==> src/rtl/seven_seg_scanner.sv <==
// Three-digit multiplexed seven-segment scanner with a double-buffered code store
// and programmable dead time at the start of every digit slot.
module seven_seg_scanner #(
   parameter int PRESCALE = 50000,
   parameter int BLANK    = 500,
   parameter int CNT_W    = 16
) (
   input  logic       Clk,
   input  logic       RstN,
   input  logic       Enable,
   input  logic       Load,
   input  logic [7:0] SevenSegOne,
   input  logic [7:0] SevenSegTwo,
   input  logic [7:0] SevenSegThree,
   output logic [7:0] SegOut,
   output logic [2:0] DigitEn,
   output logic       FrameDone
);

   localparam logic [CNT_W-1:0] LAST_CNT  = CNT_W'(PRESCALE - 1);
   localparam logic [CNT_W-1:0] BLANK_CNT = CNT_W'(BLANK);

   logic [CNT_W-1:0] pre_cnt;
   logic [1:0]       idx;
   logic [7:0]       active  [3];
   logic [7:0]       pending [3];
   logic             pend_valid;

   logic             boundary;
   logic             transfer;
   logic             blanked;
   logic [7:0]       active_sel;

   // Frame boundary: last cycle of the last digit slot while scanning.
   assign boundary = Enable && (idx == 2'd2) && (pre_cnt == LAST_CNT);
   // While stopped nothing is on screen, so a pending update may land at once.
   assign transfer = boundary || (!Enable && pend_valid);
   assign blanked  = !Enable || (pre_cnt < BLANK_CNT) || (idx == 2'd3);

   always_comb begin
      active_sel = 8'h00;
      case (idx)
         2'd0:    active_sel = active[0];
         2'd1:    active_sel = active[1];
         2'd2:    active_sel = active[2];
         default: active_sel = 8'h00;
      endcase
   end

   always_ff @(posedge Clk) begin
      if (!RstN) begin
         pre_cnt    <= '0;
         idx        <= 2'd0;
         pend_valid <= 1'b0;
         SegOut     <= 8'h00;
         DigitEn    <= 3'b000;
         FrameDone  <= 1'b0;
         for (int i = 0; i < 3; i++) begin
            active[i]  <= 8'h00;
            pending[i] <= 8'h00;
         end
      end else begin
         // Code buffers: a load landing on a transfer bypasses straight to active.
         if (Load) begin
            pending[0] <= SevenSegOne;
            pending[1] <= SevenSegTwo;
            pending[2] <= SevenSegThree;
            if (transfer) begin
               active[0]  <= SevenSegOne;
               active[1]  <= SevenSegTwo;
               active[2]  <= SevenSegThree;
               pend_valid <= 1'b0;
            end else begin
               pend_valid <= 1'b1;
            end
         end else if (transfer) begin
            active[0]  <= pending[0];
            active[1]  <= pending[1];
            active[2]  <= pending[2];
            pend_valid <= 1'b0;
         end

         if (Enable) begin
            if (idx == 2'd3) begin
               idx <= 2'd0;
            end else if (pre_cnt == LAST_CNT) begin
               pre_cnt <= '0;
               idx     <= (idx == 2'd2) ? 2'd0 : idx + 2'd1;
            end else begin
               pre_cnt <= pre_cnt + 1'b1;
            end
         end else begin
            pre_cnt <= '0;
            idx     <= 2'd0;
         end

         // Segment bus and digit enable share one register stage so they switch together.
         if (blanked) begin
            SegOut  <= 8'h00;
            DigitEn <= 3'b000;
         end else begin
            SegOut  <= active_sel;
            DigitEn <= 3'b001 << idx;
         end
         FrameDone <= boundary;
      end
   end

endmodule

==> config.mk <==
export PLATFORM = sky130hd
export DESIGN_NAME = seven_seg_scanner
export DESIGN_NICKNAME = d
export VERILOG_FILES = /design/src/rtl/seven_seg_scanner.sv
export SDC_FILE = /design/constraint.sdc
export NUM_CORES = 1
export LEC_CHECK = 0
export ABC_AREA = 1
export BUFFER_PORTS_ARGS = -buffer_cell sky130_fd_sc_hd__buf_2
export CAP_MARGIN = 20
export CORE_ASPECT_RATIO = 2
export CORE_UTILIZATION = 58
export DETAILED_ROUTE_END_ITERATION = 12
export GPL_TIMING_DRIVEN = 0
export PLACE_DENSITY = 0.77
export SLEW_MARGIN = 15
export SYNTH_ARGS = -nofsm -noshare
export SYNTH_HDL_FRONTEND = slang
export SYNTH_SLANG_ARGS = --single-unit
==> constraint.sdc <==
create_clock -name Clk -period 2.3 [get_ports Clk]
set_input_delay 0 -clock Clk [delete_from_list [all_inputs] [get_ports Clk]]
set_output_delay 0 -clock Clk [all_outputs]
set_load 0.05 [all_outputs]
After elaboration in Yosys (flattened, before gate mapping) --
Memories as Yosys holds them, arrays and structs flattened. Cells that the tools add are included.
Operators by class: $add $sub $neg 2, $lt $le $gt $ge 1, eq/ne operators 4, shifts and indexed selects 1, mux-type cells 26, bitwise gates (word level) 11, reduce and logical (&&, ||, !) cells 12
Operator list (count):
- $mux W8 | 9
- $pmux W8 S3 | 1
- $add A16 B1 Y16 const B | 1
- $eq A16 B16 Y1 const B | 1
- $lt A16 B9 Y1 const B | 1
- $mux W16 | 1
- $mux W1 | 14
- $or A1 B1 Y1 | 9
- $eq A2 B2 Y1 const B | 2
- $logic_and A1 B1 Y1 | 3
- $logic_or A1 B1 Y1 | 3
- $reduce_or A3 Y1 | 1
- $shl A1 B2 Y3 const A | 1
- $add A2 B1 Y2 const B | 1
- $eq A2 B1 Y1 const B | 1
- $logic_not A2 Y1 | 1
- $mux W2 | 1
- $not A1 Y1 | 2
- $reduce_and A2 Y1 | 1
- $reduce_bool A2 Y1 | 1
- $reduce_or A2 Y1 | 1
- $logic_not A1 Y1 | 1
Storage, ports and cells: bits in registers 31, memory bits (writable) 48, input bits 28, word-level logic and storage cells 65, memories 2
Memory list:
- active | depth 3, width 8, read ports 3, clocked after memory_dff 0, wr ports 3, line 25 | logic [7:0] active [3];
- pending | depth 3, width 8, read ports 3, clocked after memory_dff 0, wr ports 3, line 26 | logic [7:0] pending [3];

Longest topological paths before layout --
depth after elaboration 10, gate-level depth with buffers 9

Least setup slack after synthesis --
No wires, ideal clock.
path kind register to register, start point register pre_cnt[0], end point memory active[0][0] (enable), setup time 0.386 ns, data arrival time 1.592 ns, required time 1.914 ns, setup slack 0.322 ns, stages on the path, launching flop included 6, cells stage by stage dfxtp_1 ha_1 nand3_1 nor2_4 nand4_4 nand3_1
RTL lines:
- start, declared | line 23 | logic [CNT_W-1:0] pre_cnt;
- start signal, assigned | line 90 | pre_cnt <= pre_cnt + 1'b1;
- end, declared | line 25

==> summary.md <==
| Metric | Value |
|---|---|
| WL final | 7.16 mm |
| Top cells by area, synth | edfxtp_1, dfxtp_1, nor2_1, a2bb2oi_2, inv_1 |
| Int Pwr | 2400 uW |
| Synth Register Bits | 79 |
| Post-synthesis simple-gate area fraction | 21.5% |
| CTS Buffer Depth | 2 |
| Max-cap violations | 0 |
| Startpoint types | register |
| Final cell count without fillers | 539 |
| DRC viols | 0 |
| Combinational Power Share | 5.6% |
| Slew HR | 53.6% |
| Most frequent cells in the layout | nor2_1, inv_1, nand2_1 |
| Post-synth EDFFs | 48 |
| Via count | 2,671 |
| Final core utilization | 70.5% |
| Number of post-CTS setup repair buffers | 0 |
| Tot GR Track Use | 24.3% |
| Initial antenna violation count | 0 |
| Most common cell after layout, fill and taps aside | nor2_1 |
| Clock skew | 0.00650 ns |
| Sequential power share | 52.5% |
| Placed instance area | 3980 um2 |
| Gr ovfl total | 0 |
| Worst-margin pin slew | 0.695 ns |
| Yosys top cell by area | edfxtp_1 |
| Router iterations before antenna repair | 4 |
| Fmax | 499 MHz |
| WL/cell | 13.3 um |
| Die ar. | 6690 um2 |
| Synth cell types | 34 |
| Post-synthesis compound-gate area fraction | 12.0% |
| Type of the worst min-delay path | in -> reg |
| Die Ht | 115 um |
| Post-synthesis sequential area ratio | 56.0% |
| Worst-path fanout max | 25 |
| Mux contribution to synthesized area | 0% |
| I/O Buffers | 39 |
| XOR/XNOR Fraction of Synth Area | 0.951% |
| Synth warn | 0 |
| Max VDD drop | 696 uV |
| Vias in the first global route | 2,653 |
| Final nets | 479 |
| Core box area | 6060 um2 |
| Initial drt markers | 148 |
| Crit share post-route | 87.1% |
| P per Cell Area | 708 nW/um2 |
| Worst-path clk slew | 0.05 ns |
| Clock Power Share | 41.9% |
| Pre-CTS WS | -0.0545 ns |
| Placed cell count | 521 |
| Num ports | 40 |
| Asr flop ratio synth | 0% |
| Pins Over Slew Limit | 0 |
| CP Capture Type | register |
| Final instance area | 4270 um2 |
| Mapped Cells | 398 |
| P&R area growth vs syn | 16.0% |
| Row cnt | 40 |
| Initial core utilization | 60.8% |
| H-tree levels | 3 |
| Tmin final | 2.00 ns |
| CTS root buf | clkbuf_16 |
| Cts bufs inserted | 9 |
| Status | finished, final reports clean |
| Clock sink count | 79 |
| Mean post-synth cell area | 9.26 um2 |
| Largest net degree at the start of global routing | 34 |
| WP data required | 2.27 ns |
| Final worst slack | 0.298 ns |
| RSZ-0062 raised after global routing | false |
| Ant. Diodes | 0 |
| First-pass GRT wire length | 11.8 mm |
| Setup violators final | 0 |
| Vias per cell | 4.96 |
| Worst hold slack | 0.0148 ns |
| Net Count, Synth | 427 |
| Hpwl dp | 5.27 mm |
| GP Congestion | 0.900 |
| Synthesized cell area | 3680 um2 |
| Remaining antenna violation count after routing | 0 |
| Worst path arrival time | 1.97 ns |
| Fraction of layout cells with a size suffix above 1 | 20.4% |
| P_sw | 631 uW |
| Worst-Skew Late Latency | 0.34 ns |
| Post-synth top area share | 39.1% |
| Type of the worst setup path | reg -> reg |
| Adder-cell share of the synthesized area | 0.340% |
| Leakage | 0.00183 uW |
| Die width | 58.4 um |
| Hold Fails Final Rpt | 0 |
| Combinational family with the most area after synthesis | simple AND/OR/NAND/NOR gates |
| Sw Share | 20.9% |
| Post-synth top flop | edfxtp_1 |
| CTS tree | done |
[per-stage QoR]
stage	power [uW]	TNS, ns
final	3030	0
after global routing	3130	0
after CTS	3050	0
after detailed placement	1790	-1.28
after global placement	1780	-0.135
after floorplan	1730	0
[registers in the layout, indices dropped and copies added, names as in the netlist]
| register | count |
|---|---|
| pending | 24 |
| FrameDone | 1 |
| active | 24 |
| SegOut | 8 |
| pre_cnt | 16 |
| idx | 2 |
| pend_valid | 1 |
| DigitEn | 3 |
[cells in the mapped netlist, types with 3 or more instances]
library cell,n
nand2_2,4
edfxtp_1,48
a2bb2oi_1,5
inv_1,70
nor2_4,3
a31oi_1,8
a21oi_1,3
dfxtp_1,31
nand2_1,69
nand4_1,3
nand3_1,9
nor2_1,89
xor2_1,3
nor3_1,3
buf_2,6
inv_2,3
a2bb2oi_2,19
[power groups by stage]
stage	registers [uW]	clock network, uW	logic, uW
6_report	1590	1270	170
4_1_cts	1590	1290	171
5_1_grt	1600	1350	188
2_1_floorplan	1610	0	116
3_3_place_gp	1620	0	162
3_5_place_dp	1620	0	166
[repair_timing]
action,CTS,global route
hold buffers,2,0
resized for setup,1,0
hold endpoints to repair,2,0
endpoints found under the setup margin,24,0
[final cells by class]
| class | count | area (um2) |
|---|---|---|
| flip-flops and latches | 79 | 2060 |
| fillers | 479 | 1780 |
| multi-input cells | 234 | 1280 |
| inverters | 74 | 278 |
| clock buffers | 14 | 254 |
| repair buffers | 41 | 215 |
| well taps | 84 | 105 |
| plain buffers | 11 | 65.1 |
| clock inverters | 2 | 8.76 |
[per-layer routing]
layer,global-route usage (%),share of wire (%),vias up
li1,-,-,1383
met2,44.6,56,66
met4,14.0,3.0,0
met5,0,0,-
met1,23.4,38,1207
met3,6.55,3.3,15
[critical path: stages, from the launching register on]
cell and delay, ns:
dfxtp_1 0.37, ha_1 0.21, nand3_1 0.14, nor2_4 0.22, nand4_4 0.21, nand3_2 0.48
[cells by family (layout without fill, tap and decap cells)]
kind of cell / Yosys count / in the layout
AO/OA/AOI/OAI: 42 / 42
buffers and inverters: 85 / 142
flip-flops: 79 / 79
AND/OR/NAND/NOR: 187 / 187
XOR/XNOR: 4 / 4
adder cells (fa/ha/maj): 1 / 1
[path summary, 6_finish.rpt]
| check | startpoint | end | slack, ns | cells after the start |
|---|---|---|---|---|
| max | pre_cnt[1]$_SDFFE_PN0N_ | active[0][12]$_DFFE_PP_ | 0.30 | 5 |
| min reg2reg | pend_valid$_SDFFE_PN0P_ | pend_valid$_SDFFE_PN0P_ | 0.49 | 2 |
| max reg2reg | pre_cnt[1]$_SDFFE_PN0N_ | active[0][12]$_DFFE_PP_ | 0.30 | 5 |
| min | SevenSegOne[3] | pending[0][3]$_SDFFCE_PN0P_ | 0.01 | 3 |
No activity file was read; power rests on OpenSTA's default activity.
